`config.mk`:
```
export PLATFORM = sky130hd
export DESIGN_NAME = regfile_2r1w_flat
export DESIGN_NICKNAME = d
export VERILOG_FILES = /design/src/rtl/regfile_2r1w_if.sv /design/src/rtl/regfile_2r1w.sv /design/src/flat_wrapper.sv
export SDC_FILE = /design/constraint.sdc
export NUM_CORES = 1
export LEC_CHECK = 0
export BUFFER_PORTS_ARGS = -buffer_cell sky130_fd_sc_hd__buf_2
export CORE_AREA = 2 2 223 225
export DETAILED_ROUTE_END_ITERATION = 12
export DIE_AREA = 0 0 225 227
export SKIP_LAST_GASP = 1
export SLEW_MARGIN = 10
export SYNTH_ARGS = -nofsm -noshare
export SYNTH_HDL_FRONTEND = slang
export SYNTH_SLANG_ARGS = --single-unit
```
`constraint.sdc`:
```
create_clock -name clk -period 13.3 [get_ports clk]
set_input_delay 1.33 -clock clk [delete_from_list [all_inputs] [get_ports clk]]
set_output_delay 1.33 -clock clk [all_outputs]
set_load 0.02 [all_outputs]
```
`src/rtl/regfile_2r1w_if.sv`:
```
// regfile_2r1w_if: write port plus two read ports of the 2R1W register file.
interface regfile_2r1w_if #(
  parameter int DATA_WIDTH = 16,
  parameter int ADDR_WIDTH = 4
);
  logic                  wr_en;
  logic [ADDR_WIDTH-1:0] wr_addr;
  logic [DATA_WIDTH-1:0] wr_data;
  logic                  rd_a_en;
  logic [ADDR_WIDTH-1:0] rd_a_addr;
  logic [DATA_WIDTH-1:0] rd_a_data;
  logic                  rd_a_valid;
  logic                  rd_b_en;
  logic [ADDR_WIDTH-1:0] rd_b_addr;
  logic [DATA_WIDTH-1:0] rd_b_data;
  logic                  rd_b_valid;
  modport master (
    output wr_en, wr_addr, wr_data,
    output rd_a_en, rd_a_addr, rd_b_en, rd_b_addr,
    input  rd_a_data, rd_a_valid, rd_b_data, rd_b_valid
  );
  modport slave (
    input  wr_en, wr_addr, wr_data,
    input  rd_a_en, rd_a_addr, rd_b_en, rd_b_addr,
    output rd_a_data, rd_a_valid, rd_b_data, rd_b_valid
  );
endinterface

```
`src/rtl/regfile_2r1w.sv`:
```
// regfile_2r1w: DEPTH x DATA_WIDTH register file, one write port, two registered
// write-first read ports, optional hard-wired zero register 0.
module regfile_2r1w #(
  parameter int DATA_WIDTH = 16,
  parameter int ADDR_WIDTH = 4,
  parameter int ZERO_REG   = 0
) (
  input logic clk,
  input logic reset,
  regfile_2r1w_if.slave bus
);
  localparam int DEPTH = 1 << ADDR_WIDTH;
  logic [DATA_WIDTH-1:0] r_mem [DEPTH];
  logic [DATA_WIDTH-1:0] r_a_data, r_b_data;
  logic                  r_a_valid, r_b_valid;
  logic                  w_wr_ok;
  logic [DATA_WIDTH-1:0] w_a_next, w_b_next;
  // Writes to register 0 are dropped when it is hard-wired to zero.
  assign w_wr_ok = bus.wr_en && !((ZERO_REG != 0) && (bus.wr_addr == '0));
  // Read value as it stands after this edge's write: forward the write on a hit.
  always_comb begin
    w_a_next = ((ZERO_REG != 0) && (bus.rd_a_addr == '0)) ? '0 :
               (w_wr_ok && (bus.wr_addr == bus.rd_a_addr)) ? bus.wr_data :
               r_mem[bus.rd_a_addr];
    w_b_next = ((ZERO_REG != 0) && (bus.rd_b_addr == '0)) ? '0 :
               (w_wr_ok && (bus.wr_addr == bus.rd_b_addr)) ? bus.wr_data :
               r_mem[bus.rd_b_addr];
  end
  always_ff @(posedge clk or posedge reset) begin
    if (reset) begin
      for (int i = 0; i < DEPTH; i++) r_mem[i] <= '0;
    end else if (w_wr_ok) begin
      r_mem[bus.wr_addr] <= bus.wr_data;
    end
  end
  always_ff @(posedge clk or posedge reset) begin
    if (reset) begin
      r_a_data  <= '0;
      r_b_data  <= '0;
      r_a_valid <= 1'b0;
      r_b_valid <= 1'b0;
    end else begin
      r_a_valid <= bus.rd_a_en;
      r_b_valid <= bus.rd_b_en;
      if (bus.rd_a_en) r_a_data <= w_a_next;
      if (bus.rd_b_en) r_b_data <= w_b_next;
    end
  end
  assign bus.rd_a_data  = r_a_data;
  assign bus.rd_a_valid = r_a_valid;
  assign bus.rd_b_data  = r_b_data;
  assign bus.rd_b_valid = r_b_valid;
endmodule

```
`src/flat_wrapper.sv`:
```
// flat-port wrapper written by rule: the top's interface ports become plain ports
module regfile_2r1w_flat 
#(
  parameter int DATA_WIDTH = 16,
  parameter int ADDR_WIDTH = 4,
  parameter int ZERO_REG   = 0
)
  (clk, reset, bus_wr_en, bus_wr_addr, bus_wr_data, bus_rd_a_en, bus_rd_a_addr, bus_rd_b_en, bus_rd_b_addr, bus_rd_a_data, bus_rd_a_valid, bus_rd_b_data, bus_rd_b_valid);
  regfile_2r1w_if #(.DATA_WIDTH(DATA_WIDTH), .ADDR_WIDTH(ADDR_WIDTH)) bus_i ();
  input logic clk;
  input logic reset;
  input wire logic [$bits(bus_i.wr_en)-1:0] bus_wr_en;
  input wire logic [$bits(bus_i.wr_addr)-1:0] bus_wr_addr;
  input wire logic [$bits(bus_i.wr_data)-1:0] bus_wr_data;
  input wire logic [$bits(bus_i.rd_a_en)-1:0] bus_rd_a_en;
  input wire logic [$bits(bus_i.rd_a_addr)-1:0] bus_rd_a_addr;
  input wire logic [$bits(bus_i.rd_b_en)-1:0] bus_rd_b_en;
  input wire logic [$bits(bus_i.rd_b_addr)-1:0] bus_rd_b_addr;
  output wire logic [$bits(bus_i.rd_a_data)-1:0] bus_rd_a_data;
  output wire logic [$bits(bus_i.rd_a_valid)-1:0] bus_rd_a_valid;
  output wire logic [$bits(bus_i.rd_b_data)-1:0] bus_rd_b_data;
  output wire logic [$bits(bus_i.rd_b_valid)-1:0] bus_rd_b_valid;
  assign bus_i.wr_en = bus_wr_en;
  assign bus_i.wr_addr = bus_wr_addr;
  assign bus_i.wr_data = bus_wr_data;
  assign bus_i.rd_a_en = bus_rd_a_en;
  assign bus_i.rd_a_addr = bus_rd_a_addr;
  assign bus_i.rd_b_en = bus_rd_b_en;
  assign bus_i.rd_b_addr = bus_rd_b_addr;
  assign bus_rd_a_data = bus_i.rd_a_data;
  assign bus_rd_a_valid = bus_i.rd_a_valid;
  assign bus_rd_b_data = bus_i.rd_b_data;
  assign bus_rd_b_valid = bus_i.rd_b_valid;
  regfile_2r1w #(.DATA_WIDTH(DATA_WIDTH), .ADDR_WIDTH(ADDR_WIDTH), .ZERO_REG(ZERO_REG)) u_core (.clk(clk), .reset(reset), .bus(bus_i));
endmodule
```
==> results.sh <==
export IMPL_synth_area_leader_cell="dfrtp_1"
export IMPL_viasPerCell=5.64
export IMPL_p_leak_uw=0.00749
export IMPL_tightest_slew_ps=1230
export IMPL_initial_core_util_pct=31.8
export IMPL_cp_num_buf_inv=5
export IMPL_syn_instance_count=1203
export IMPL_core_um2=48500
export IMPL_first_pass_iters=5
export IMPL_cellPowerDensity_nw_per_um2=160
export IMPL_grt_antenna_before_repair=1
export IMPL_setup_ws_ps=9460
export IMPL_clkSinkCount=290
export IMPL_synthFlopType="dfrtp_1"
export IMPL_cts_made_buffers=34
export IMPL_io_buffers=66
export IMPL_yosysSeqAreaShare_pct=47.0
export IMPL_crit_required_ps=13820
export IMPL_num_vias=10500
export IMPL_cp_depth=5
export IMPL_synthArstFlopShare_pct=100
export IMPL_cts_root_buf="clkbuf_16"
export IMPL_yosys_top_cells_count="dfrtp_1, mux2_2, nand2_1"
export IMPL_crit_arrival_ps=4360
export IMPL_fillerInstances=4651
export IMPL_hold_worst_slack_ps=504
export IMPL_grt_pass1_vias=10800
export IMPL_critPathMaxStageDelay_ps=780
export IMPL_synth_most_common_cell="dfrtp_1"
export IMPL_synth_edff_count=0
export IMPL_status="finished, final reports clean"
export IMPL_layout_drive_gt1_share_pct=34.7
export IMPL_synthTopCellsByArea="dfrtp_1, mux2_2, mux4_2, mux2i_1, o21ai_0"
export IMPL_synth_area_um2=15400
export IMPL_endpoint_kind="async pin"
export IMPL_fin_nets=1246
export IMPL_h_tree_depth=2
export IMPL_max_cap_violations=0
export IMPL_synth_nets=1236
export IMPL_die_h_um=227
export IMPL_overflow=0
export IMPL_clock_latency_ps=520
export IMPL_ir_worst_vdd_v=0.000112
export IMPL_maxSlewHeadroom_pct=17.3
export IMPL_tns_ps=0
export IMPL_path_max_fanout=115
export IMPL_postCtsHoldBufs=0
export IMPL_post_cts_buffers=0
export IMPL_final_hold_violation_count=0
export IMPL_fin_area_um2=17200
export IMPL_critical_path_startpoint_type="input pin"
export IMPL_finalMaxSlewViolations=0
export IMPL_die_area_um2=51100
export IMPL_slowest_stage="buf_4"
export IMPL_syn_to_final_growth_pct=11.4
export IMPL_clk_path_buf_depth=3
export IMPL_avgSynthCellArea_um2=12.8
export IMPL_cts_resized=0
export IMPL_grt_pass1_wl_mm=69.3
export IMPL_synth_distinct_cells=36
export IMPL_fin_crit_ps=3840
export IMPL_placed_cell_area_um2=16100
export IMPL_drt_iter0_markers=669
export IMPL_routedWlPerCell_um=24.6
export IMPL_worstRegToRegCells=4
export IMPL_rows=81
export IMPL_drt_total_wl_mm=45.8
export IMPL_drcViolationCount=0
export IMPL_hp_class="reg -> reg"
export IMPL_cts_tree="done"
export IMPL_grt_max_degree=116
export IMPL_io_pins=67
export IMPL_fin_skew_ps=13.9
export IMPL_rsz0062_at_grt="no"
export IMPL_critPathKind="in -> async"
export IMPL_crit_chain="buf_2 > inv_8 > buf_4 > buf_4 > buf_4"
export IMPL_die_x_um=225
export IMPL_min_period_over_period_pct=28.9
export IMPL_max_freq_mhz=260
export IMPL_ys_warn_count=0
export IMPL_ant_nets=0
export IMPL_setup_violations=0
export IMPL_hold_depth=2
export IMPL_dpl_worst_slack_ps=8780
export IMPL_crit_family="buffers and inverters"
export IMPL_place_hpwl_mm=27.0
export IMPL_worst_path_most_repeated_cell="buf_4"
export IMPL_antenna_diode_count=0
export IMPL_place_congestion=0.769
export IMPL_yosysTopAreaCellShare_pct=47.0
export IMPL_ys_seq_elements=290
export IMPL_clk_pin_slew_worst_paths_ps=50
export IMPL_grt_usage_pct=18.1
==> flip-flops by register name (all words and copies together) (netlist names) <==
| register | cells |
|---|---|
| u_core.bus.rd_a_data | 16 |
| u_core.r_mem | 256 |
| u_core.bus.rd_b_valid | 1 |
| u_core.bus.rd_a_valid | 1 |
| u_core.bus.rd_b_data | 16 |
==> cells in the final DEF, fill, tap and decap left out, types with 2 or more instances in the layout <==
master / n
nor2_2: 3
dfrtp_1: 290
buf_4: 29
o21ai_1: 16
clkbuf_8: 9
a31oi_1: 32
inv_1: 17
o21ai_0: 112
nand2_1: 130
clkinv_2: 4
a21boi_2: 2
nor2_4: 6
nor2b_1: 2
or3_1: 2
clkbuf_16: 37
and2_1: 3
nor2_1: 34
buf_2: 62
mux2_2: 192
mux4_4: 3
mux4_2: 74
a221oi_1: 31
nand3b_1: 2
xnor2_1: 2
nand2b_1: 5
a41o_1: 32
mux2i_1: 64
xor2_1: 6
mux4_1: 19
clkbuf_1: 6
==> layout make-up <==
cell class	instances	area (um2)	area share, %
inverters	18	75.1	0.436
clock buffers	52	1070	6.23
well taps	622	778	4.52
flip-flops and latches	290	7260	42.2
repair buffers	91	528	3.07
clock inverters	7	66.3	0.386
multi-input cells	778	7420	43.2
==> power breakdown <==
group	total (uW)	internal, uW	leakage (uW)	switching, uW
Clock	952	575	0.000562	377
Sequential	1230	1070	0.00358	154
Combinational	564	310	0.00335	254
Total	2740	1960	0.00749	785
==> kinds of logic (layout without fill, tap and decap cells) <==
family	Yosys count	in the layout	share of synthesized area (%)
compound gates	226	226	9.52
simple gates	192	192	5.23
xor+xnor	8	8	0.454
flops	290	290	47.0
buf+inv	135	168	5.13
mux	352	352	32.7
==> routing by layer <==
| metal | vias to the layer above | wire length [um] | GRT usage (%) |
|---|---|---|---|
| li1 | 4529 | - | - |
| met1 | 5511 | 18900 | 22.7 |
| met2 | 341 | 22900 | 31.6 |
| met3 | 100 | 2430 | 2.54 |
| met4 | 0 | 1600 | 7.46 |
| met5 | - | 0 | 0 |
==> path summary, 6_finish.rpt <==
kind / startpoint / endpoint / slack [ps]
min in group asynchronous: reset / u_core.r_mem[172]$_DFFE_PP0P_ / 940
worst max-delay path: reset / u_core.r_mem[165]$_DFFE_PP0P_ / 9460
worst min-delay path: u_core.r_mem[176]$_DFFE_PP0P_ / u_core.r_mem[176]$_DFFE_PP0P_ / 500
worst min register to register: u_core.r_mem[176]$_DFFE_PP0P_ / u_core.r_mem[176]$_DFFE_PP0P_ / 500
worst max register to register: u_core.r_mem[20]$_DFFE_PP0P_ / u_core.bus.rd_b_data[4]$_DFFE_PP0P_ / 11750
max in group clk: bus_rd_b_addr[3] / u_core.bus.rd_b_data[4]$_DFFE_PP0P_ / 9720
==> tightest hold or removal path: cells and delay by family (launching register included) <==
kind	cells	cell delay, ps
DFF	1	360
and+or+nand+nor	1	50
AOI/OAI and AO/OA	1	60
==> stage by stage <==
step | utilization (%) | total power (uW) | instances
6_report | 35.4 | 2740 | 1858
5_1_grt | 35.4 | 2870 | 1858
4_1_cts | 35.4 | 2760 | 1858
3_5_place_dp | 33.1 | 1800 | 1799
3_3_place_gp | 33.1 | 1780 | 1799
2_1_floorplan | - | 1630 | 1203
Note: power is estimated with default switching activity, not from simulation.
